===== src/rtl/register_file_pkg.sv =====
// Shared defaults and FSM encoding for the architectural register file.
// The clear sequencer only needs READY and CLEAR, so it uses a 2-bit encoding.
package register_file_pkg;

  localparam int DEFAULT_DATA_WIDTH = 32;
  localparam int DEFAULT_ADDR_WIDTH = 6;
  localparam int DEFAULT_DEPTH      = 2 ** DEFAULT_ADDR_WIDTH;

  typedef enum logic [1:0] {
    READY = 2'd0,
    CLEAR = 2'd1
  } state_t;

endpackage


===== src/rtl/register_file_clear_sequencer.sv =====
// Clear engine: walks clear_index across every entry after reset or a clear request.
// It asserts busy while it runs and emits one zeroing write per cycle.
module register_file_clear_sequencer
  import register_file_pkg::*;
#(
  parameter int ADDR_WIDTH = DEFAULT_ADDR_WIDTH
) (
  input  logic                  clock,
  input  logic                  reset,
  input  logic                  i_clearRequest,
  output logic                  o_busy,
  output logic                  o_clearWrite,
  output logic [ADDR_WIDTH-1:0] o_clearIndex
);

  state_t                r_state;
  state_t                w_nextState;
  logic [ADDR_WIDTH-1:0] r_clearIndex;
  logic [ADDR_WIDTH-1:0] w_nextIndex;

  always_ff @(posedge clock) begin
    if (reset) begin
      r_state      <= CLEAR;
      r_clearIndex <= '0;
    end else begin
      r_state      <= w_nextState;
      r_clearIndex <= w_nextIndex;
    end
  end

  always_comb begin
    w_nextState = r_state;
    w_nextIndex = r_clearIndex;
    if (i_clearRequest) begin
      w_nextState = CLEAR;
      w_nextIndex = '0;
    end else begin
      case (r_state)
        READY: begin
          w_nextState = READY;
        end
        CLEAR: begin
          w_nextIndex = r_clearIndex + ADDR_WIDTH'(1);
          if (r_clearIndex == {ADDR_WIDTH{1'b1}}) begin
            w_nextState = READY;
          end
        end
        default: begin
          w_nextState = CLEAR;
          w_nextIndex = '0;
        end
      endcase
    end
  end

  // A restarting edge (reset or clear request) leaves the entries untouched.
  always_comb begin
    o_busy       = (r_state == CLEAR);
    o_clearWrite = (r_state == CLEAR) && !reset && !i_clearRequest;
    o_clearIndex = r_clearIndex;
  end

endmodule


===== src/rtl/register_file.sv =====
// Two-read / one-write architectural register file with write-to-read bypass,
// a hardwired zero register and a sequenced clear engine.
module register_file
  import register_file_pkg::*;
#(
  parameter int DATA_WIDTH = DEFAULT_DATA_WIDTH,
  parameter int ADDR_WIDTH = DEFAULT_ADDR_WIDTH
) (
  input  logic                  clock,
  input  logic                  reset,
  input  logic [ADDR_WIDTH-1:0] read_address_1,
  input  logic [ADDR_WIDTH-1:0] read_address_2,
  output logic [DATA_WIDTH-1:0] read_value_1,
  output logic [DATA_WIDTH-1:0] read_value_2,
  input  logic [ADDR_WIDTH-1:0] write_address,
  input  logic [DATA_WIDTH-1:0] write_value,
  input  logic                  write_enable,
  input  logic                  clear_request,
  output logic                  busy
);

  localparam int DEPTH = 2 ** ADDR_WIDTH;

  logic [DATA_WIDTH-1:0] r_mem [DEPTH];
  logic                  w_busy;
  logic                  w_clearWrite;
  logic [ADDR_WIDTH-1:0] w_clearIndex;
  logic                  w_userWrite;
  logic                  w_bypass1;
  logic                  w_bypass2;

  register_file_clear_sequencer #(
    .ADDR_WIDTH(ADDR_WIDTH)
  ) u_clearSequencer (
    .clock         (clock),
    .reset         (reset),
    .i_clearRequest(clear_request),
    .o_busy        (w_busy),
    .o_clearWrite  (w_clearWrite),
    .o_clearIndex  (w_clearIndex)
  );

  assign w_userWrite = !w_busy && write_enable && !clear_request && !reset
                       && (write_address != '0);

  // Clear writes win; user writes are dropped while the engine owns the array.
  always_ff @(posedge clock) begin
    if (w_clearWrite) begin
      r_mem[w_clearIndex] <= '0;
    end else if (w_userWrite) begin
      r_mem[write_address] <= write_value;
    end
  end

  assign w_bypass1 = write_enable && (write_address == read_address_1);
  assign w_bypass2 = write_enable && (write_address == read_address_2);

  assign read_value_1 = (w_busy || read_address_1 == '0) ? '0 :
                        w_bypass1 ? write_value : r_mem[read_address_1];
  assign read_value_2 = (w_busy || read_address_2 == '0) ? '0 :
                        w_bypass2 ? write_value : r_mem[read_address_2];

  assign busy = w_busy;

endmodule


===== config.mk =====
export PLATFORM = sky130hd
export DESIGN_NAME = register_file
export DESIGN_NICKNAME = d
export VERILOG_FILES = /design/src/rtl/register_file_pkg.sv /design/src/rtl/register_file_clear_sequencer.sv /design/src/rtl/register_file.sv
export SDC_FILE = /design/constraint.sdc
export NUM_CORES = 2
export LEC_CHECK = 0
export BUFFER_PORTS_ARGS = -buffer_cell sky130_fd_sc_hd__clkbuf_2
export CAP_MARGIN = 15
export CORE_MARGIN = 2
export CORE_UTILIZATION = 55
export CTS_BUF_LIST = sky130_fd_sc_hd__clkbuf_16
export DETAILED_ROUTE_END_ITERATION = 10
export PLACE_DENSITY = 0.8
export SYNTH_ARGS = -nofsm -noshare
export SYNTH_HDL_FRONTEND = slang
export SYNTH_HIERARCHICAL = 1
export SYNTH_SLANG_ARGS = --single-unit

===== constraint.sdc =====
create_clock -name clock -period 11.7 [get_ports clock]
set_clock_uncertainty 0.05 [all_clocks]
set_input_delay 0 -clock clock [delete_from_list [all_inputs] [get_ports clock]]
set_output_delay 0 -clock clock [all_outputs]
set_load 0.02 [all_outputs]

==> impl_metrics.tcl <==
set metrics [dict create \
    antenna_found_initial 14 \
    period_minus_slack_ns 4.64 \
    min_path_type "in -> reg" \
    syn_area_um2 96700 \
    synth_area_per_cell_um2 17.8 \
    grt_pass1_vias 59760 \
    synthSimpleGateAreaFrac 0.0295 \
    ir_drop_v 0.000135 \
    finish.utilization 0.616 \
    nNetsFinal 5581 \
    drtPass1Iterations 9 \
    dp_slack_ns 7.28 \
    drv_cap 0 \
    clock_path_buffers 3 \
    internal_power_mw 11.8 \
    clockPowerShare 0.414 \
    path_class "in -> out" \
    root_buffer "clkbuf_16" \
    grt_first_pass_wirelength_um 434000 \
    die_y_um 423 \
    hpwl_um 175000 \
    yosysSeqAreaShare 0.637 \
    path_clk_slew_ns 0.06 \
    core-area_um2 174000 \
    seq_power_share 0.524 \
    start_util 0.555 \
    slew_viol_final 0 \
    r2r_start "u_clearSequencer/r_state[0]" \
    rsz0062_at_grt "no" \
    grt_overflow 0 \
    synth_compound_area_frac 0.0633 \
    startpoint_type "primary input" \
    cp-end-kind "primary output" \
    via_per_inst 7.68 \
    period_share 0.397 \
    insertion_delay_ns 0.84 \
    outcome "finished clean" \
    ant_nets 0 \
    reg2reg_depth 7 \
    drive_gt1_frac 0.289 \
    required_ns 11.65 \
    max_freq_ghz 0.215 \
    cts_tree "built" \
    grt_usage 0.339 \
    routed_wl_um 308000 \
    cts_buffers 197 \
    hold_start "write_value[4]" \
    slew_headroom 0.143 \
    worstMarginPinSlew_ns 1.29 \
    critPathMaxFanout 134 \
    drt-initial-drc-count 11557 \
    syn_to_final_growth_pct 11.0 \
    synth_top_family_by_area "multiplexers" \
    ys_types 59 \
    io_buffers 118 \
    pin_count 119 \
    hold_ws_ns 0.0452 \
    synthFlopType "edfxtp_1" \
    async_flop_share 0 \
    synthAdderAreaFrac 0.000129 \
    cellLeakagePower_nw 30.3 \
    r2r_setup_slack_ns 7.15 \
    p_sw_mw 3.42 \
    min_to "r_mem[19][4]" \
    finalSetupViolCount 0 \
    cts_setup_buffers 0 \
    wl_per_cell_um 38.5 \
    switching_share 0.224 \
    power_per_cell_area_nw_per_um2 142 \
    finalHoldViolCount 0 \
    dieArea_um2 179000 \
    drc_errors 0 \
    die_x_um 423 \
    synth_nets 5502 \
    pwr-share-comb 0.062 \
    cts.htree.levels 4 \
    routabilityCongestion 0.975 \
    fillers 11746 \
    clock-sinks 2055 \
    rows 153 \
    holdPathStages 2 \
    fin_ws_ns 7.06 \
    r2r_end "r_mem[37][16]" \
    arrival_ns 4.59 \
    synthMuxAreaShare 0.248 \
    synth_cells 5447 \
    synth_edf_count 2048 \
    via_count 61574 \
    ys_ff_latch 2055 \
    synth_xor_area_frac 0.00145 \
    ys_warn_count 6 \
    grt_max_degree 139 \
    finalSetupTns_ns 0 \
]
==> timing repair <==
action	4_1_cts	5_1_grt
gates resized for setup	0	0
hold buffers	16	16
hold endpoints to repair	215	409
==> area by class of cell <==
class                      instances  area, um2  area share
multi-input combinational       2944      33800       0.315
antenna                            4       10.0   0.0000933
inverter                           1       3.75   0.0000350
sequential                      2055      61600       0.575
clock buffer                     202       5050      0.0471
tap                             2325       2910      0.0271
clock inverter                   160       1200      0.0112
timing repair buffer             327       2660      0.0248
==> registers in the layout, indices dropped and copies added, names as in the netlist <==
name	count
r_mem	2048
u_clearSequencer/o_clearIndex	6
u_clearSequencer/r_state	1
==> power groups by stage <==
stage,Sequential (mW),Combinational (mW),Clock [mW]
global placement,8.14,0.888,0
global route,7.98,0.961,6.56
floorplan,8.14,0.578,0
CTS,7.98,0.905,6.28
finish,7.98,0.949,6.30
detailed placement,8.14,0.895,0
==> per-layer routing <==
| layer | wire (um) | GRT usage | vias up |
|---|---|---|---|
| li1 | - | - | 23269 |
| met1 | 98400 | 0.432 | 31002 |
| met2 | 138000 | 0.506 | 6033 |
| met3 | 48400 | 0.115 | 1258 |
| met4 | 23300 | 0.206 | 12 |
| met5 | 88 | 0 | - |
==> synthesized netlist by cell type, types with 68 or more instances <==
| cell type | count | area (um2) |
|---|---|---|
| nand2_1 | 190 | 713 |
| a22oi_1 | 200 | 1500 |
| o21ai_0 | 122 | 611 |
| edfxtp_1 | 2048 | 61500 |
| a21oi_1 | 139 | 696 |
| buf_2 | 152 | 761 |
| mux2i_1 | 551 | 5520 |
| a31oi_1 | 68 | 425 |
| nor2_1 | 91 | 342 |
| mux4_2 | 715 | 16100 |
| clkbuf_1 | 225 | 845 |
| mux2_2 | 210 | 2360 |
==> critical path: stages <==
cell and delay (ns):
buf_8 0.61, buf_12 0.59, buf_12 0.68, mux2i_1 0.20, o22ai_1 0.24, a211oi_1 0.08, a221o_1 0.45, a41oi_1 0.89
clkbuf_2 0.32
==> worst max-delay path by stage <==
stage	startpoint	end	slack, ns	depth (start not counted)
floorplan	u_clearSequencer/r_state[0]	r_mem[47][0]	7.66	5
global placement	read_address_1[0]	read_value_1[23]	7.29	9
detailed placement	u_clearSequencer/r_state[0]	r_mem[34][15]	7.28	7
CTS	u_clearSequencer/r_state[0]	r_mem[34][11]	7.27	7
global route	read_address_1[0]	read_value_1[23]	7.01	9
finish	read_address_1[1]	read_value_1[10]	7.06	9
==> metrics by stage <==
step                      instances  cell area, um2  power, mW
after detailed placement       7603          100000       9.03
after global routing           8014          107000       15.5
after floorplan                5447           96700       8.72
after global placement         7603          100000       9.03
final                          8018          107000       15.2
after CTS                      7981          107000       15.2
==> cell families after synthesis <==
family | after synthesis
multiplexers | 1476
XOR/XNOR | 16
buffers and inverters | 448
AND/OR/NAND/NOR | 580
flip-flops | 2055
AO/OA/AOI/OAI | 871
adder cells (fa/ha/maj) | 1
==> cells in the final DEF, fill, tap and decap left out, types with 17 or more instances in the layout <==
master and n:
a21boi_0 28, nor2b_1 35, o22a_1 37, nor3_1 60, buf_12 27, o21ai_0 122, o221ai_1 31, a22oi_1 200
edfxtp_1 2048, clkinv_2 27, mux2i_1 551, clkbuf_2 110, bufinv_16 18, nand2_1 190, a31oi_1 68, a211oi_1 32
a21oi_1 137, mux2_2 210, nor2_1 23, mux4_2 715, a32oi_1 24, o221a_2 24, inv_1 48, o22ai_1 52
clkbuf_16 202, nand4_1 46, nand3_1 45, clkinv_1 54, buf_4 150, a221o_1 17, dlygate4sd3_1 32, and2_2 36
a221oi_1 51, nor2_4 68
Note: power is estimated with default switching activity, not from simulation.
